[src/rtl/orb_pkg.sv]
// Shared constants and types for the Orbita M-series telemetry link: word
// format, sync pattern, per-group frame geometry and receiver state encoding.
package orb_pkg;

    localparam int ORB_WORD_W = 12;
    localparam logic [ORB_WORD_W-1:0] ORB_SYNC_WORD = 12'hE24;

    // Frame geometry per group output; ADDR_W satisfies 2**ADDR_W == FRAME_WORDS.
    localparam int ORB_M16_FRAME_WORDS = 2048;
    localparam int ORB_M16_ADDR_W      = 11;
    localparam int ORB_M8_FRAME_WORDS  = 1024;
    localparam int ORB_M8_ADDR_W       = 10;
    localparam int ORB_M2_FRAME_WORDS  = 256;
    localparam int ORB_M2_ADDR_W       = 8;
    localparam int ORB_M1_FRAME_WORDS  = 128;
    localparam int ORB_M1_ADDR_W       = 7;

    // Receiver framer state.
    typedef enum logic {
        RX_HUNT   = 1'b0,
        RX_LOCKED = 1'b1
    } rx_state_t;

    // Width of a saturating counter that must be able to hold max_count.
    function automatic int orb_count_w(input int max_count);
        return (max_count < 2) ? 1 : $clog2(max_count + 1);
    endfunction

endpackage

[src/rtl/orb_bit_sampler.sv]
// Bit-timing recovery for one NRZ line: 2-FF synchroniser, one history FF for
// edge detection and a phase counter that picks a sample half a bit after the
// most recent edge. bit_valid is a combinational one-cycle pulse.
module orb_bit_sampler #(
    parameter int OVS = 8
) (
    input  logic clk,
    input  logic reset,
    input  logic serial,
    output logic bit_value,
    output logic bit_valid
);

    localparam int PH_W = $clog2(OVS);
    localparam logic [PH_W-1:0] PH_MID  = PH_W'(OVS / 2);
    localparam logic [PH_W-1:0] PH_LAST = PH_W'(OVS - 1);

    logic            meta_reg;
    logic            sync_reg;
    logic            hist_reg;
    logic            edge_seen;
    logic [PH_W-1:0] phase_reg;
    logic [PH_W-1:0] phase_next;

    // Synchronise the asynchronous line and keep one sample of history.
    always_ff @(posedge clk or negedge reset) begin
        if (!reset) begin
            meta_reg <= 1'b0;
            sync_reg <= 1'b0;
            hist_reg <= 1'b0;
        end else begin
            meta_reg <= serial;
            sync_reg <= meta_reg;
            hist_reg <= sync_reg;
        end
    end

    assign edge_seen = sync_reg ^ hist_reg;

    // Phase restarts on every edge, otherwise free-runs modulo OVS.
    always_comb begin
        phase_next = phase_reg;
        if (edge_seen) begin
            phase_next = '0;
        end else if (phase_reg == PH_LAST) begin
            phase_next = '0;
        end else begin
            phase_next = phase_reg + 1'b1;
        end
    end

    // Phase counter register.
    always_ff @(posedge clk or negedge reset) begin
        if (!reset) begin
            phase_reg <= '0;
        end else begin
            phase_reg <= phase_next;
        end
    end

    // An edge in the mid-phase cycle suppresses the sample; the line is
    // stable (sync_reg == hist_reg) whenever a sample is taken.
    assign bit_valid = (phase_reg == PH_MID) && !edge_seen;
    assign bit_value = sync_reg;

endmodule

[src/rtl/orb_frame_rx.sv]
// Orbita M-series frame receiver: recovers bits from the serial line, hunts for
// the sync word, then deserialises MSB-first words and strobes each one out
// with its in-frame address. Lock is dropped after MISS_MAX consecutive bad
// sync words.
module orb_frame_rx
    import orb_pkg::*;
#(
    parameter int                OVS         = 8,
    parameter int                WORD_W      = ORB_WORD_W,
    parameter int                FRAME_WORDS = ORB_M16_FRAME_WORDS,
    parameter int                ADDR_W      = ORB_M16_ADDR_W,
    parameter logic [WORD_W-1:0] SYNC_WORD   = WORD_W'(ORB_SYNC_WORD),
    parameter int                MISS_MAX    = 2
) (
    input  logic              clk,
    input  logic              reset,
    input  logic              iSerial,
    output logic [WORD_W-1:0] oWord,
    output logic [ADDR_W-1:0] oAddr,
    output logic              oWrEn,
    output logic              oFrameStart,
    output logic              oLock,
    output logic              oSyncErr
);

    localparam int CNT_W  = $clog2(WORD_W);
    localparam int MISS_W = orb_count_w(MISS_MAX);
    localparam logic [CNT_W-1:0]  BIT_LAST  = CNT_W'(WORD_W - 1);
    localparam logic [ADDR_W-1:0] ADDR_LAST = ADDR_W'(FRAME_WORDS - 1);
    localparam logic [MISS_W-1:0] MISS_LIM  = MISS_W'(MISS_MAX);

    logic bit_value;
    logic bit_valid;

    orb_bit_sampler #(
        .OVS (OVS)
    ) u_sampler (
        .clk       (clk),
        .reset     (reset),
        .serial    (iSerial),
        .bit_value (bit_value),
        .bit_valid (bit_valid)
    );

    rx_state_t          state_reg,       state_next;
    logic [WORD_W-1:0]  shift_reg,       shift_next;
    logic [CNT_W-1:0]   bit_cnt_reg,     bit_cnt_next;
    logic [ADDR_W-1:0]  addr_reg,        addr_next;
    logic [MISS_W-1:0]  miss_reg,        miss_next;
    logic [WORD_W-1:0]  word_reg,        word_next;
    logic [ADDR_W-1:0]  addr_out_reg,    addr_out_next;
    logic               wr_en_reg,       wr_en_next;
    logic               frame_start_reg, frame_start_next;
    logic               lock_reg,        lock_next;
    logic               sync_err_reg,    sync_err_next;
    logic [WORD_W-1:0]  shifted;
    logic [MISS_W-1:0]  miss_inc;

    assign shifted = {shift_reg[WORD_W-2:0], bit_value};

    // Framer: sync hunt, word assembly, address sequencing and strobes.
    always_comb begin
        state_next       = state_reg;
        shift_next       = shift_reg;
        bit_cnt_next     = bit_cnt_reg;
        addr_next        = addr_reg;
        miss_next        = miss_reg;
        word_next        = word_reg;
        addr_out_next    = addr_out_reg;
        wr_en_next       = 1'b0;
        frame_start_next = 1'b0;
        lock_next        = lock_reg;
        sync_err_next    = 1'b0;
        miss_inc         = (miss_reg >= MISS_LIM) ? MISS_LIM : miss_reg + 1'b1;

        if (bit_valid) begin
            shift_next = shifted;
            case (state_reg)
                RX_HUNT: begin
                    // The sync word found in hunt is itself written as word 0.
                    if (shifted == SYNC_WORD) begin
                        state_next       = RX_LOCKED;
                        wr_en_next       = 1'b1;
                        word_next        = shifted;
                        addr_out_next    = '0;
                        frame_start_next = 1'b1;
                        lock_next        = 1'b1;
                        bit_cnt_next     = '0;
                        addr_next        = ADDR_W'(1);
                        miss_next        = '0;
                    end
                end
                RX_LOCKED: begin
                    if (bit_cnt_reg == BIT_LAST) begin
                        bit_cnt_next  = '0;
                        wr_en_next    = 1'b1;
                        word_next     = shifted;
                        addr_out_next = addr_reg;
                        addr_next     = (addr_reg == ADDR_LAST) ? '0 : addr_reg + 1'b1;
                        if (addr_reg == '0) begin
                            frame_start_next = 1'b1;
                            if (shifted == SYNC_WORD) begin
                                miss_next = '0;
                            end else begin
                                // Bad sync is still written; shift reg is kept so
                                // the hunt continues seamlessly on the next bit.
                                sync_err_next = 1'b1;
                                miss_next     = miss_inc;
                                if (miss_inc >= MISS_LIM) begin
                                    state_next = RX_HUNT;
                                    lock_next  = 1'b0;
                                end
                            end
                        end
                    end else begin
                        bit_cnt_next = bit_cnt_reg + 1'b1;
                    end
                end
                default: begin
                    state_next = RX_HUNT;
                end
            endcase
        end
    end

    // State, counters and registered outputs.
    always_ff @(posedge clk or negedge reset) begin
        if (!reset) begin
            state_reg       <= RX_HUNT;
            shift_reg       <= '0;
            bit_cnt_reg     <= '0;
            addr_reg        <= '0;
            miss_reg        <= '0;
            word_reg        <= '0;
            addr_out_reg    <= '0;
            wr_en_reg       <= 1'b0;
            frame_start_reg <= 1'b0;
            lock_reg        <= 1'b0;
            sync_err_reg    <= 1'b0;
        end else begin
            state_reg       <= state_next;
            shift_reg       <= shift_next;
            bit_cnt_reg     <= bit_cnt_next;
            addr_reg        <= addr_next;
            miss_reg        <= miss_next;
            word_reg        <= word_next;
            addr_out_reg    <= addr_out_next;
            wr_en_reg       <= wr_en_next;
            frame_start_reg <= frame_start_next;
            lock_reg        <= lock_next;
            sync_err_reg    <= sync_err_next;
        end
    end

    assign oWord       = word_reg;
    assign oAddr       = addr_out_reg;
    assign oWrEn       = wr_en_reg;
    assign oFrameStart = frame_start_reg;
    assign oLock       = lock_reg;
    assign oSyncErr    = sync_err_reg;

endmodule

[config.mk]
export PLATFORM = sky130hd
export DESIGN_NAME = orb_frame_rx
export DESIGN_NICKNAME = d
export VERILOG_FILES = /design/src/rtl/orb_pkg.sv /design/src/rtl/orb_bit_sampler.sv /design/src/rtl/orb_frame_rx.sv
export SDC_FILE = /design/constraint.sdc
export NUM_CORES = 1
export LEC_CHECK = 0
export CORE_ASPECT_RATIO = 0.75
export CORE_MARGIN = 1.5
export CORE_UTILIZATION = 40
export CTS_BUF_LIST = sky130_fd_sc_hd__clkbuf_4
export DETAILED_ROUTE_END_ITERATION = 16
export SYNTH_ARGS = -nofsm -noshare
export SYNTH_HDL_FRONTEND = slang
export SYNTH_HIERARCHICAL = 1
export SYNTH_SLANG_ARGS = --single-unit
[constraint.sdc]
create_clock -name clk -period 2.35 [get_ports clk]
set_clock_uncertainty 0.15 [all_clocks]
set_input_delay 0.47 -clock clk [delete_from_list [all_inputs] [get_ports clk]]
set_output_delay 0.47 -clock clk [all_outputs]
set_load 0.01 [all_outputs]
==> key figures <==
Layout
  – Design area: 3430 sq um
  – FF+latch area: 1550 sq um
  – Filler cells: 638
  – Area used by multi-input combinational logic: around 1200 sq um
  – Signed area change from the synthesized netlist to the final layout: 21.9%
  – Layout cell share with drive strength beyond 1: 0.227
  – Final cell count without fillers: 353
  – Max FFs per register: 12
  – Number of antenna diodes: 0
  – NumNets Final: 273

Placement
  – Final Wtd Congestion: 0.842
  – Post-DP HPWL: 3900 um
  – Instance area after placement: 3240 sq um
  – Cell total after placement: 336
  – # port buffers: 29

Floorplanning
  – Die Y: 75.7 um
  – Die outline width: 99.9 um
  – Die area: 7560 sq um
  – Starting density of the core: 0.414
  – Num rows: 26
  – Area of the core region: 6800 sq um
  – Ports: 30

Synthesis
  – Cells after Synth: between 200 and 250
  – Number of different library cells in the post-synthesis netlist: 56
  – Share of cell area taken by muxes after synthesis: 0.108
  – Synthesized-area fraction occupied by adder cells: 0.0267
  – Warnings from Yosys: 6
  – Netlist area before placement: 2820 sq um
  – Flip-flop cell with the highest count after synthesis: sky130_fd_sc_hd__dfrtp_1
  – Post-synthesis sequential element count: 62
  – Compound-Gate Fraction of Synth Area: 0.122
  – Sequential area share after synthesis: 0.551
  – Dominant combinational cell family by area after synthesis: simple AND/OR/NAND/NOR gates
  – Post-synthesis xor/xnor area fraction: 0.00622
  – Number of enable flip-flop cells after synthesis: 0
  – Proportion of register bits with asynchronous set or reset after synthesis: 1.00
  – Mean instance size in the synthesized netlist: 12.6 sq um
  – Simple-gate area share of the yosys netlist: 0.152
  – Synth Net Count: 233

Detailed routing
  – Via count: between 1500 and 2000
  – Met3 wire len: 206 um
  – WL/cell: ~16 um
  – Detailed Route WL: around 5700 um
  – Detail Route met2 WL: between 2000 and 2500 um
  – Avg Vias per Cell: 5.49
  – Top sig layer: met4
  – Residual DRC: 0
  – Initial DRT Pass Iterations: 4
  – Met1 Routed Length: 3050 um
  – First DRT Iteration DRCs: 66
  – Antenna-violating nets left: 0

Worst setup path
  – Launching element of the worst setup path: u_sampler/bit_value
  – Reg-to-reg slack, setup: 0.13 ns
  – Signal arrival time at the worst endpoint: 2.36 ns
  – Critical path required time: 2.49 ns
  – Path type of the worst setup path: flop to flop
  – Setup crit start kind: flop
  – Source of the worst register-to-register timing path: u_sampler/bit_value
  – CP endpoint kind: flop
  – Maximum fanout count along the critical path: 22

Timing
  – Setup-violating endpoint count in the final report: 0
  – Setup Total Neg Slack: 0 ns
  – Worst rel slew slack: 0.693
  – Final number of hold-violating endpoints: 0
  – RSZ-0062 raised after global routing: false
  – Worst hold slack: between 0.2 and 0.25 ns
  – Slew of the pin with the lowest slew margin: approximately 0.46 ns
  – Fmax: 449 MHz
  – Share of the clock period used by the worst path after layout: 0.947
  – Post-layout min period: around 2.2 ns
  – Number of max-slew violations in the final report: 0

Global route
  – Final global-route overflow total: 0
  – Wire length of the first global-routing pass: 9570 um
  – Antenna violations before repair: 0
  – Global-route total usage across every layer: 0.169
  – Number of global-route vias before repair: 1923
  – Pin count of the biggest net entering global routing: 63

Clock network
  – Number of levels in the clock H-tree: 3
  – CTS Buf Count: 9
  – Number of clock sinks: 62
  – Longest Clk Path Bufs: 2
  – Source-to-sink clock delay at the later pin of the worst-skew pair: around 0.4 ns
  – Cell at the root of the clock tree: sky130_fd_sc_hd__clkbuf_4
  – Clock slew at reported path FFs: 0.10 ns
  – Post-cts gate resize count: 0
  – CTS tree: yes

Hold path
  – Launch instance of the worst min-delay path: u_sampler/meta_reg
  – Worst min-delay path category: flop to flop

Power
  – Leakage component of the power: 1.59 nW
  – P per Cell Area: 625 nW/um^2
  – Post-layout power: between 2 and 2.5 mW
  – VDD IR max: between 300 and 400 uV

Flow run
  – Reported max-cap violation count: 0

Outcome
  – Result of the run: complete, no violations
[per-stage QoR]
step,setup slack [ns],utilization
detailed placement,0.185,0.477
global route,0.0130,0.505
finish,0.125,0.505
global placement,0.212,0.477
CTS,0.141,0.505
floorplan,0.237,-
[final timing paths]
check / end / depth (start not counted)
worst max-delay path: oWord[6] / 7
worst min-delay path: u_sampler/bit_value / 0
worst max register to register: oWord[6] / 7
worst min register to register: u_sampler/bit_value / 0
max in group asynchronous: oWord[11] / 3
min in group asynchronous: shift_reg[7] / 3
[layer usage]
metal  vias to the layer above  track usage
li1                        927            -
met1                       969        0.244
met2                        39        0.237
met4                         0       0.0704
met3                         4       0.0505
met5                         -            0
[repair_timing]
action,4_1_cts,5_1_grt
endpoints found under the hold margin,62,0
hold buffers,1,0
buffers inserted,0,0
[synth_stat cells, types with 2 or more instances]
master / count / area, sq um
sky130_fd_sc_hd__and4bb_2: 2 / 25.0
sky130_fd_sc_hd__nand3_1: 10 / 50.1
sky130_fd_sc_hd__a22o_1: 11 / 96.3
sky130_fd_sc_hd__nor4_1: 2 / 12.5
sky130_fd_sc_hd__nor4b_1: 2 / 17.5
sky130_fd_sc_hd__buf_6: 2 / 22.5
sky130_fd_sc_hd__nor3_1: 4 / 20.0
sky130_fd_sc_hd__nor2_1: 5 / 18.8
sky130_fd_sc_hd__o31ai_1: 2 / 15.0
sky130_fd_sc_hd__dfrtp_1: 62 / 1550
sky130_fd_sc_hd__mux2i_1: 2 / 20.0
sky130_fd_sc_hd__o21ai_0: 4 / 20.0
sky130_fd_sc_hd__nand3b_1: 3 / 22.5
sky130_fd_sc_hd__and2_2: 2 / 15.0
sky130_fd_sc_hd__inv_1: 10 / 37.5
sky130_fd_sc_hd__clkbuf_1: 5 / 18.8
sky130_fd_sc_hd__ha_1: 6 / 75.1
sky130_fd_sc_hd__mux2_2: 16 / 180
sky130_fd_sc_hd__mux2_4: 7 / 105
sky130_fd_sc_hd__a31oi_1: 11 / 68.8
sky130_fd_sc_hd__nand2_1: 7 / 26.3
sky130_fd_sc_hd__buf_2: 2 / 10.0
sky130_fd_sc_hd__and3_1: 4 / 25.0
sky130_fd_sc_hd__and2_1: 2 / 12.5
sky130_fd_sc_hd__a21oi_1: 6 / 30.0
sky130_fd_sc_hd__nand4_1: 5 / 31.3
[area by class of cell]
cell class	count	area share
inverters	11	0.0120
repair buffers	39	0.113
clock inverters	7	0.0324
flip-flops and latches	62	0.452
multi-input cells	141	0.340
well taps	84	0.0306
clock buffers	9	0.0197
[worst max-delay path, cell delays in order (launching register included)]
cell and delay, ns:
sky130_fd_sc_hd__dfrtp_1 0.46, sky130_fd_sc_hd__xnor2_1 0.26, sky130_fd_sc_hd__and3_2 0.24, sky130_fd_sc_hd__nor2b_1 0.13, sky130_fd_sc_hd__nand4_1 0.17, sky130_fd_sc_hd__and2_1 0.23
sky130_fd_sc_hd__buf_12 0.17, sky130_fd_sc_hd__mux2_4 0.30
[cell families (layout without fill, tap and decap cells)]
group           Yosys count  after routing
fa+ha+maj                 6              6
simple gates             61             61
buf+inv                  21             66
mux                      25             25
flops                    62             62
compound gates           47             47
xor+xnor                  2              2
[cells in the final DEF, fill, tap and decap left out, types with 3 or more instances in the layout]
cell	n
sky130_fd_sc_hd__dfrtp_1	62
sky130_fd_sc_hd__clkdlybuf4s50_1	28
sky130_fd_sc_hd__mux2_2	16
sky130_fd_sc_hd__a22o_1	11
sky130_fd_sc_hd__a31oi_1	11
sky130_fd_sc_hd__inv_1	10
sky130_fd_sc_hd__nand3_1	10
sky130_fd_sc_hd__clkbuf_4	9
sky130_fd_sc_hd__nand2_1	7
sky130_fd_sc_hd__mux2_4	7
sky130_fd_sc_hd__buf_4	7
sky130_fd_sc_hd__a21oi_1	6
sky130_fd_sc_hd__ha_1	6
sky130_fd_sc_hd__nand4_1	5
sky130_fd_sc_hd__nor2_1	5
sky130_fd_sc_hd__nor3_1	4
sky130_fd_sc_hd__o21ai_0	4
sky130_fd_sc_hd__and3_1	4
sky130_fd_sc_hd__nand3b_1	3
sky130_fd_sc_hd__bufinv_16	3
[power breakdown]
group	internal, mW	switching, mW	leakage, nW
sequential	1.09	0.0349	0.856
combinational	0.0447	0.0448	0.636
clock	0.534	0.393	0.0954
total	1.67	0.473	1.59
Note: power is estimated with default switching activity, not from simulation.
